## src/rtl/coder_scan.sv

```systemverilog
// Priority encoder with a captured-digit shift buffer and a multiplexed seven-segment scanner.
// Define CODER_SCAN_BLANK_EN to blank digits that have not been written since the last clear.
module coder_scan #(
  parameter int DIN_W    = 10,
  parameter int DIGITS   = 8,
  parameter int SCAN_DIV = 100000
) (
  input  logic             clk,
  input  logic             rst,
  input  logic             enable,
  input  logic             seltype,
  input  logic [DIN_W-1:0] din1,
  input  logic             clr,
  output logic             flag,
  output logic [3:0]       ledout,
  output logic [3:0]       count,
  output logic [6:0]       ssdout,
  output logic             dp,
  output logic [7:0]       an
);

  localparam int             PW        = (SCAN_DIV > 2) ? $clog2(SCAN_DIV) : 1;
  localparam logic [PW-1:0]  PRESC_MAX = PW'(SCAN_DIV - 1);
  localparam logic [2:0]     DIG_MAX   = 3'(DIGITS - 1);
  localparam logic [3:0]     COUNT_MAX = 4'(DIGITS);

  logic                    flag_q, flag_d;
  logic [3:0]              ledout_q, ledout_d;
  logic                    flag_prev_q, flag_prev_d;
  logic                    armed_q, armed_d;
  logic [3:0]              count_q, count_d;
  logic [DIGITS-1:0][3:0]  digits_q, digits_d;
  logic [PW-1:0]           presc_q, presc_d;
  logic [2:0]              dig_q, dig_d;
`ifdef CODER_SCAN_BLANK_EN
  logic [DIGITS-1:0]       valid_q, valid_d;
`endif

  logic [3:0] enc_idx;
  logic       enc_hit;
  logic       capture;
  logic [3:0] cur_digit;
  logic       cur_on;
  logic [6:0] seg;

  // Ascending scan: in high mode every set bit overwrites, in low mode only the first one sticks.
  always_comb begin
    enc_idx = '0;
    enc_hit = 1'b0;
    for (int i = 0; i < DIN_W; i++) begin
      if (din1[i]) begin
        if (seltype || !enc_hit) enc_idx = 4'(i);
        enc_hit = 1'b1;
      end
    end
  end

  // armed stays low after reset until the encoder goes idle, so a request held through reset cannot capture.
  always_comb begin
    flag_d      = enable & enc_hit;
    ledout_d    = flag_d ? enc_idx : 4'd0;
    flag_prev_d = flag_q;
    armed_d     = armed_q | ~flag_d;
    capture     = flag_q & ~flag_prev_q & armed_q;
  end

  always_comb begin
    digits_d = digits_q;
    count_d  = count_q;
`ifdef CODER_SCAN_BLANK_EN
    valid_d  = valid_q;
`endif
    if (clr) begin
      digits_d = '0;
      count_d  = 4'd0;
`ifdef CODER_SCAN_BLANK_EN
      valid_d  = '0;
`endif
    end else if (capture) begin
      digits_d[0] = ledout_q;
      for (int k = 1; k < DIGITS; k++) digits_d[k] = digits_q[k-1];
      if (count_q < COUNT_MAX) count_d = count_q + 4'd1;
`ifdef CODER_SCAN_BLANK_EN
      valid_d[0] = 1'b1;
      for (int k = 1; k < DIGITS; k++) valid_d[k] = valid_q[k-1];
`endif
    end
  end

  always_comb begin
    presc_d = presc_q + 1'b1;
    dig_d   = dig_q;
    if (presc_q == PRESC_MAX) begin
      presc_d = '0;
      dig_d   = (dig_q == DIG_MAX) ? 3'd0 : dig_q + 3'd1;
    end
  end

  always_ff @(posedge clk or posedge rst) begin
    if (rst) begin
      flag_q      <= 1'b0;
      ledout_q    <= 4'd0;
      flag_prev_q <= 1'b0;
      armed_q     <= 1'b0;
      count_q     <= 4'd0;
      digits_q    <= '0;
      presc_q     <= '0;
      dig_q       <= 3'd0;
`ifdef CODER_SCAN_BLANK_EN
      valid_q     <= '0;
`endif
    end else begin
      flag_q      <= flag_d;
      ledout_q    <= ledout_d;
      flag_prev_q <= flag_prev_d;
      armed_q     <= armed_d;
      count_q     <= count_d;
      digits_q    <= digits_d;
      presc_q     <= presc_d;
      dig_q       <= dig_d;
`ifdef CODER_SCAN_BLANK_EN
      valid_q     <= valid_d;
`endif
    end
  end

  // Display path is purely combinational from dig_q so anode and segments switch together.
  always_comb begin
    cur_digit = 4'd0;
    cur_on    = 1'b1;
    for (int k = 0; k < DIGITS; k++) begin
      if (dig_q == 3'(k)) begin
        cur_digit = digits_q[k];
`ifdef CODER_SCAN_BLANK_EN
        cur_on    = valid_q[k];
`endif
      end
    end
  end

  always_comb begin
    case (cur_digit)
      4'h0:    seg = 7'b1000000;
      4'h1:    seg = 7'b1111001;
      4'h2:    seg = 7'b0100100;
      4'h3:    seg = 7'b0110000;
      4'h4:    seg = 7'b0011001;
      4'h5:    seg = 7'b0010010;
      4'h6:    seg = 7'b0000010;
      4'h7:    seg = 7'b1111000;
      4'h8:    seg = 7'b0000000;
      4'h9:    seg = 7'b0010000;
      4'hA:    seg = 7'b0001000;
      4'hB:    seg = 7'b0000011;
      4'hC:    seg = 7'b1000110;
      4'hD:    seg = 7'b0100001;
      4'hE:    seg = 7'b0000110;
      default: seg = 7'b0001110;
    endcase
  end

  assign flag   = flag_q;
  assign ledout = ledout_q;
  assign count  = count_q;
  assign ssdout = cur_on ? seg : 7'b1111111;
  assign dp     = 1'b1;
  assign an     = ~(8'b0000_0001 << dig_q);

endmodule

```

## config.mk

```make
export PLATFORM = sky130hd
export DESIGN_NAME = coder_scan
export DESIGN_NICKNAME = d
export VERILOG_FILES = /design/src/rtl/coder_scan.sv
export SDC_FILE = /design/constraint.sdc
export NUM_CORES = 1
export LEC_CHECK = 0
export ABC_AREA = 1
export CORE_MARGIN = 2
export CORE_UTILIZATION = 51
export CTS_CLUSTER_SIZE = 12
export DETAILED_ROUTE_END_ITERATION = 8
export GPL_TIMING_DRIVEN = 1
export PLACE_DENSITY = 0.81
export SLEW_MARGIN = 5
export SYNTH_ARGS = -nofsm -noshare
export SYNTH_HDL_FRONTEND = slang
export SYNTH_SLANG_ARGS = --single-unit
```

## constraint.sdc

```tcl
create_clock -name clk -period 2.9 [get_ports clk]
set_input_delay 0.725 -clock clk [delete_from_list [all_inputs] [get_ports clk]]
set_output_delay 0.725 -clock clk [all_outputs]
set_load 0.01 [all_outputs]
```

Word level (Yosys, flattened, before mapping)
Memory sizes are Yosys's and may differ from the RTL's. Index checks and enable logic that the tools add are counted. Widths: inputs -> output; s select.

Divide/modulo/power cells: 0. Eq/ne operators: 8. $lt $le $gt $ge: 1. Muxes and demuxes: 44. Add/subtract/negate cells: 3. Bitwise operators: 7. Multipliers: 0. Shift-type cells: 1. Reductions and logical operators: 22.

Operators with widths (count): $mux 4 (28); $mux 32 (2); $add 17x1->17 const B (1); $eq 17x17->1 const B (1); $mux 17 (1); $eq 3x3->1 const B (4); $mux 1 (12); $logic_not 1->1 (9); $logic_or 1x1->1 (9); $not 8->8 (1); $shl 1x3->8 const A (1); $eq 3x2->1 const B (2); $add 4x1->4 const B (1); $lt 4x4->1 const B (1); $reduce_bool 2->1 (2); $add 3x1->3 const B (1); $and 1x1->1 (3); $eq 3x1->1 const B (1); $logic_not 3->1 (1); $mux 3 (1); $not 1->1 (2); $reduce_and 2->1 (1); $or 1x1->1 (1).

Input bits: 15. Bits in writable memories: 0. Bits in latches: 0. Word-level logic and storage cells: 102. Output and inout bits: 25. Bits in read-only memories: 112. Memories: 1. Register bits: 63.

Memories: (name not given) (depth 16, width 7, rd ports 1, clocked after Yosys merged registers in 0, wr ports 0, RTL line 142) `case (cur_digit)`.

Longest topological paths before layout
Word-level depth: 22. Mapped depth: 19. Mapped depth without buffers: 19.

Least setup slack after synthesis
OpenSTA, ideal clock, no wires.

Kind: register to output. From: register dig_q[0]. To: output ssdout[0]. Path slack: -5 ps. Path buffers: 0. Data required time: 2175 ps. Stages on the path, launching flop included: 15. Arrival: 2180 ps. Cell sequence: dfrtp_1 -> ha_1 -> ha_1 -> inv_1 -> o21ai_0 -> inv_1 -> nand2_1 -> nand2_1 -> nand2_1 -> a21boi_1 -> inv_1 -> ha_1 -> nand3b_1 -> nand3_1 -> nand2_1.

Cells in the longest elaborated chain, start to end: 10. Elaborated cells on any way between the ends: 17. Those cells by class: eq/ne: 7; mux: 8; reduce/logical: 1; memory: 1.

RTL lines: start, declared (RTL line 34) `logic [2:0] dig_q, dig_d;`; start signal, assigned (RTL line 120) `dig_q <= dig_d;`; $logic_not 3->1 (RTL line 132) `if (dig_q == 3'(k)) begin`; $mux 4 (7 in series) (RTL line 132); $mux 4 * (RTL line 132); $mem_v2 16x7 *; end, declared (RTL line 17) `output logic [6:0] ssdout,`.

Every way passes the cells marked *; elsewhere a longest branch is shown, timed or not.

Worst setup path after layout
From: register dig_q[0]. To: output ssdout[6].

Same word-level chain as after synthesis.

==> metrics.md <==
| Metric | Value |
|---|---|
| Site row count | `30` |
| Total instance count after detailed placement | `600` |
| Number of antenna violations at the first check in global routing | `0` |
| Arrival time reported for the critical path endpoint | `2.64 ns` |
| Clock slew at reported path FFs | `approximately 0.070 ns` |
| Die area | `around 7600 um^2` |
| Antenna diodes | `0` |
| Routed via count divided by cell count | `5.57` |
| Number of fill cells in the layout | `478` |
| Maximum operating frequency | `between 0.2 and 0.3 GHz` |
| Area Growth Syn to Fin | `34.9%` |
| Netlist cell types | `37` |
| Number of synthesized flops with an enable pin | `0` |
| Max-capacitance violation count | `0` |
| Routed len/inst | `15.4 um` |
| Synth warn | `0` |
| Setup repair after global routing missed its margin | `true` |
| PD cells | `381 nW/um^2` |
| Final setup violation count | `7` |
| Number of buffers and inverters on the critical path | `4` |
| Synthesized instance count | `458` |
| Fin crit period | `3.36 ns` |
| DRT Pass-1 Iters | `5` |
| Total detailed-routing wirelength | `9670 um` |
| Actual slew at the worst max-slew pin | `0.837 ns` |
| Failing checks | `negative setup slack` |
| Most common cell after layout, fill and taps aside | `nand2_1` |
| Commonest non-fill, non-tap cells in the layout | `nand2_1 (91), inv_1 (70), dfrtp_1 (61)` |
| Count of input and output buffers | `38` |
| Total design power | `between 1.5 and 2 mW` |
| Global-route wire length before repair | `15300 um` |
| Synthesized area | `3520 um^2` |
| Critical Setup Path Class | `reg -> out` |
| Hold Crit Class | `reg -> reg` |
| Result of the run | `finished with violations` |
| Part of the Yosys area used for sequential elements | `44.8%` |
| FF-to-FF setup slack | `1.01 ns` |
| Vert. Die Dim | `87.1 um` |
| Largest delay contributor family on the critical path | `simple AND/OR/NAND/NOR gates` |
| Global-route usage over all layers | `25.7%` |
| Required time at the endpoint of the critical path | `2.17 ns` |
| Share of the clock period used by the worst path | `116%` |
| Buffer depth of the longest clock path | `2` |
| Worst-path fanout max | `6` |
| CTS buffer count | `9` |
| Placed wire-length estimate after detailed placement | `6030 um` |
| Pin count of the biggest net entering global routing | `64` |
| Type of destination of the critical path | `primary output` |
| Clock tree root driver cell | `clkbuf_8` |
| Initial Util | `52.4%` |
| Cell Count, Final, Fillers Out | `630` |
| Syn_nets | `487` |
| Total core area | `6720 um^2` |
| Share of synthesized registers carrying an async set or reset | `100%` |
| Sum of overflow across all layers after global routing | `0` |
| Worst supply voltage drop on vdd | `0.319 mV` |
| Horizontal extent of the die | `87.1 um` |
| Slowest CP cell | `dfrtp_2` |
| H-tree Lvls | `3` |
| Most instantiated flip-flop cell in the synthesis netlist | `dfrtp_1` |
| Final hold violation count | `0` |
| Most frequent CP cell | `nand2_2` |
| Synth Register Bits | `63` |
| IO Pins | `40` |
| Pre-CTS worst setup slack | `-0.493 ns` |
| Number of DRC markers after the initial detailed-route iteration | `264` |
| DRC errors left | `0` |
| Number of global-route vias before repair | `3378` |
| Share of post-route cells with drive strength above 1 | `about a quarter` |
| Clk_lat worst skew | `0.34 ns` |
| Least setup slack across all paths after layout | `-0.462 ns` |
| Worst-case headroom to the max-slew limit | `43.7%` |
| Final nets | `574` |
| Antenna viol nets, final | `0` |
| Leakage Power | `2.30 nW` |
| CTS tree | `built` |
| Final Max Slew Viols | `0` |
| Number of buffers inserted by hold repair at cts | `0` |
| Post-Route Skew | `0.00911 ns` |
| CTS sink cnt | `63` |
| Last weighted congestion value of the routability-driven placer | `0.938` |
| Critical Path, Cell by Cell | `inv_4 -> ha_4 -> nand2_4 -> o21ai_2 -> inv_1 -> nand2_1 -> nand2_2 -> nand2_2 -> nand2_2 -> a21boi_4 -> inv_2 -> ha_4 -> nand2_2 -> nand2_2 -> nand2_1 -> nand2_1 -> buf_2` |
| Synthesized area divided by synthesized cell count | `7.69 um^2` |
| Startpoint class of the critical path | `flip-flop` |
| DR vias | `between 3000 and 4000` |
| Critical Path Max Stage Delay | `~0.48 ns` |
-- layer usage --
metal | up-vias | part of all wire [%] | track usage (%)
li1 | 1664 | - | -
met1 | 1675 | 40 | 30.7
met2 | 137 | 50 | 44.1
met3 | 35 | 5.9 | 6.35
met4 | 0 | 4.2 | 11.2
met5 | - | 0 | 0
-- stage by stage --
step / area, um^2 / TNS, ns / utilization (%) / hold slack (ns)
after floorplan: 3520 / 0 / - / 0.421
after global placement: 4220 / -2.03 / 62.8 / 0.387
after detailed placement: 4220 / -2.97 / 62.8 / 0.407
after CTS: 4670 / -1.42 / 69.6 / 0.423
after global routing: 4750 / -3.34 / 70.7 / 0.460
final: 4750 / -2.68 / 70.7 / 0.414
-- final cells by class --
class	instances	area (um^2)	share of cell area (%)
Clock inverter	6	61.3	1.29
Timing Repair Buffer	83	733	15.4
Clock buffer	10	128	2.69
Sequential cell	63	1580	33.3
Multi-Input combinational cell	302	1810	38.2
Inverter	86	333	7.01
Tap cell	80	100	2.11
-- repair_timing --
item                       4_1_cts  5_1_grt
setup endpoints to repair        7        8
buffers inserted                 9        5
pin swaps                       22       16
gates resized for setup         88       13
-- cells by family (layout without fill, tap and decap cells) --
group                    after synthesis  count (layout)  share of synthesized area, %
adder cells (fa/ha/maj)               14              14                          4.98
AO/OA/AOI/OAI                         83              83                          13.2
AND/OR/NAND/NOR                      203             203                          26.6
flip-flops                            63              63                          44.8
XOR/XNOR                               1               1                         0.249
other                                  1               1                         0.107
buffers and inverters                 93             185                          10.1
-- state kept, by name (all words and copies together), names as in the netlist --
name and flops:
digits_q 32, flag_prev_q 1, flag 1, dig_q 3, armed_q 1, presc_q 17, ledout 4, count 4
-- report_power, final --
| group | leakage, nW | switching, mW | total (mW) | internal (mW) |
|---|---|---|---|---|
| clock | 0.0960 | 0.347 | 0.741 | 0.394 |
| sequential | 0.848 | 0.00714 | 0.896 | 0.888 |
| combinational | 1.36 | 0.101 | 0.173 | 0.0729 |
-- Yosys cell counts (3+ instances only) --
library cell	instances	area, um^2
nand2_1	102	383
inv_1	80	300
dfrtp_1	63	1580
nand3_1	38	190
o21ai_0	37	185
nor2_1	28	105
o22ai_1	21	131
a21oi_1	15	75.1
ha_1	14	175
nand4_1	8	50.1
nand2_2	6	37.5
clkbuf_1	4	15.0
inv_2	4	15.0
nor2_2	4	25.0
nor4_1	4	25.0
or2_2	3	18.8
-- worst reg2reg max path: cells and delay by family, from the launching register on --
kind	cells	cell delay [ns]
buf+inv	1	0.07
flops	1	0.39
fa+ha+maj	1	0.18
simple gates	10	1.16
-- path summary, 6_finish.rpt --
kind,start,endpoint,cells after the start
setup / recovery,dig_q[0]$_DFFE_PP0N_,ssdout[6],17
hold / removal,flag$_DFF_PP0_,flag_prev_q$_DFF_PP0_,0
setup reg to reg,presc_q[0]$_DFF_PP0_,presc_q[16]$_DFF_PP0_,12
hold reg to reg,flag$_DFF_PP0_,flag_prev_q$_DFF_PP0_,0
max in group asynchronous,rst,dig_q[1]$_DFFE_PP0N_,3
min in group asynchronous,rst,presc_q[15]$_DFF_PP0_,3
Note: power is estimated with default switching activity, not from simulation.
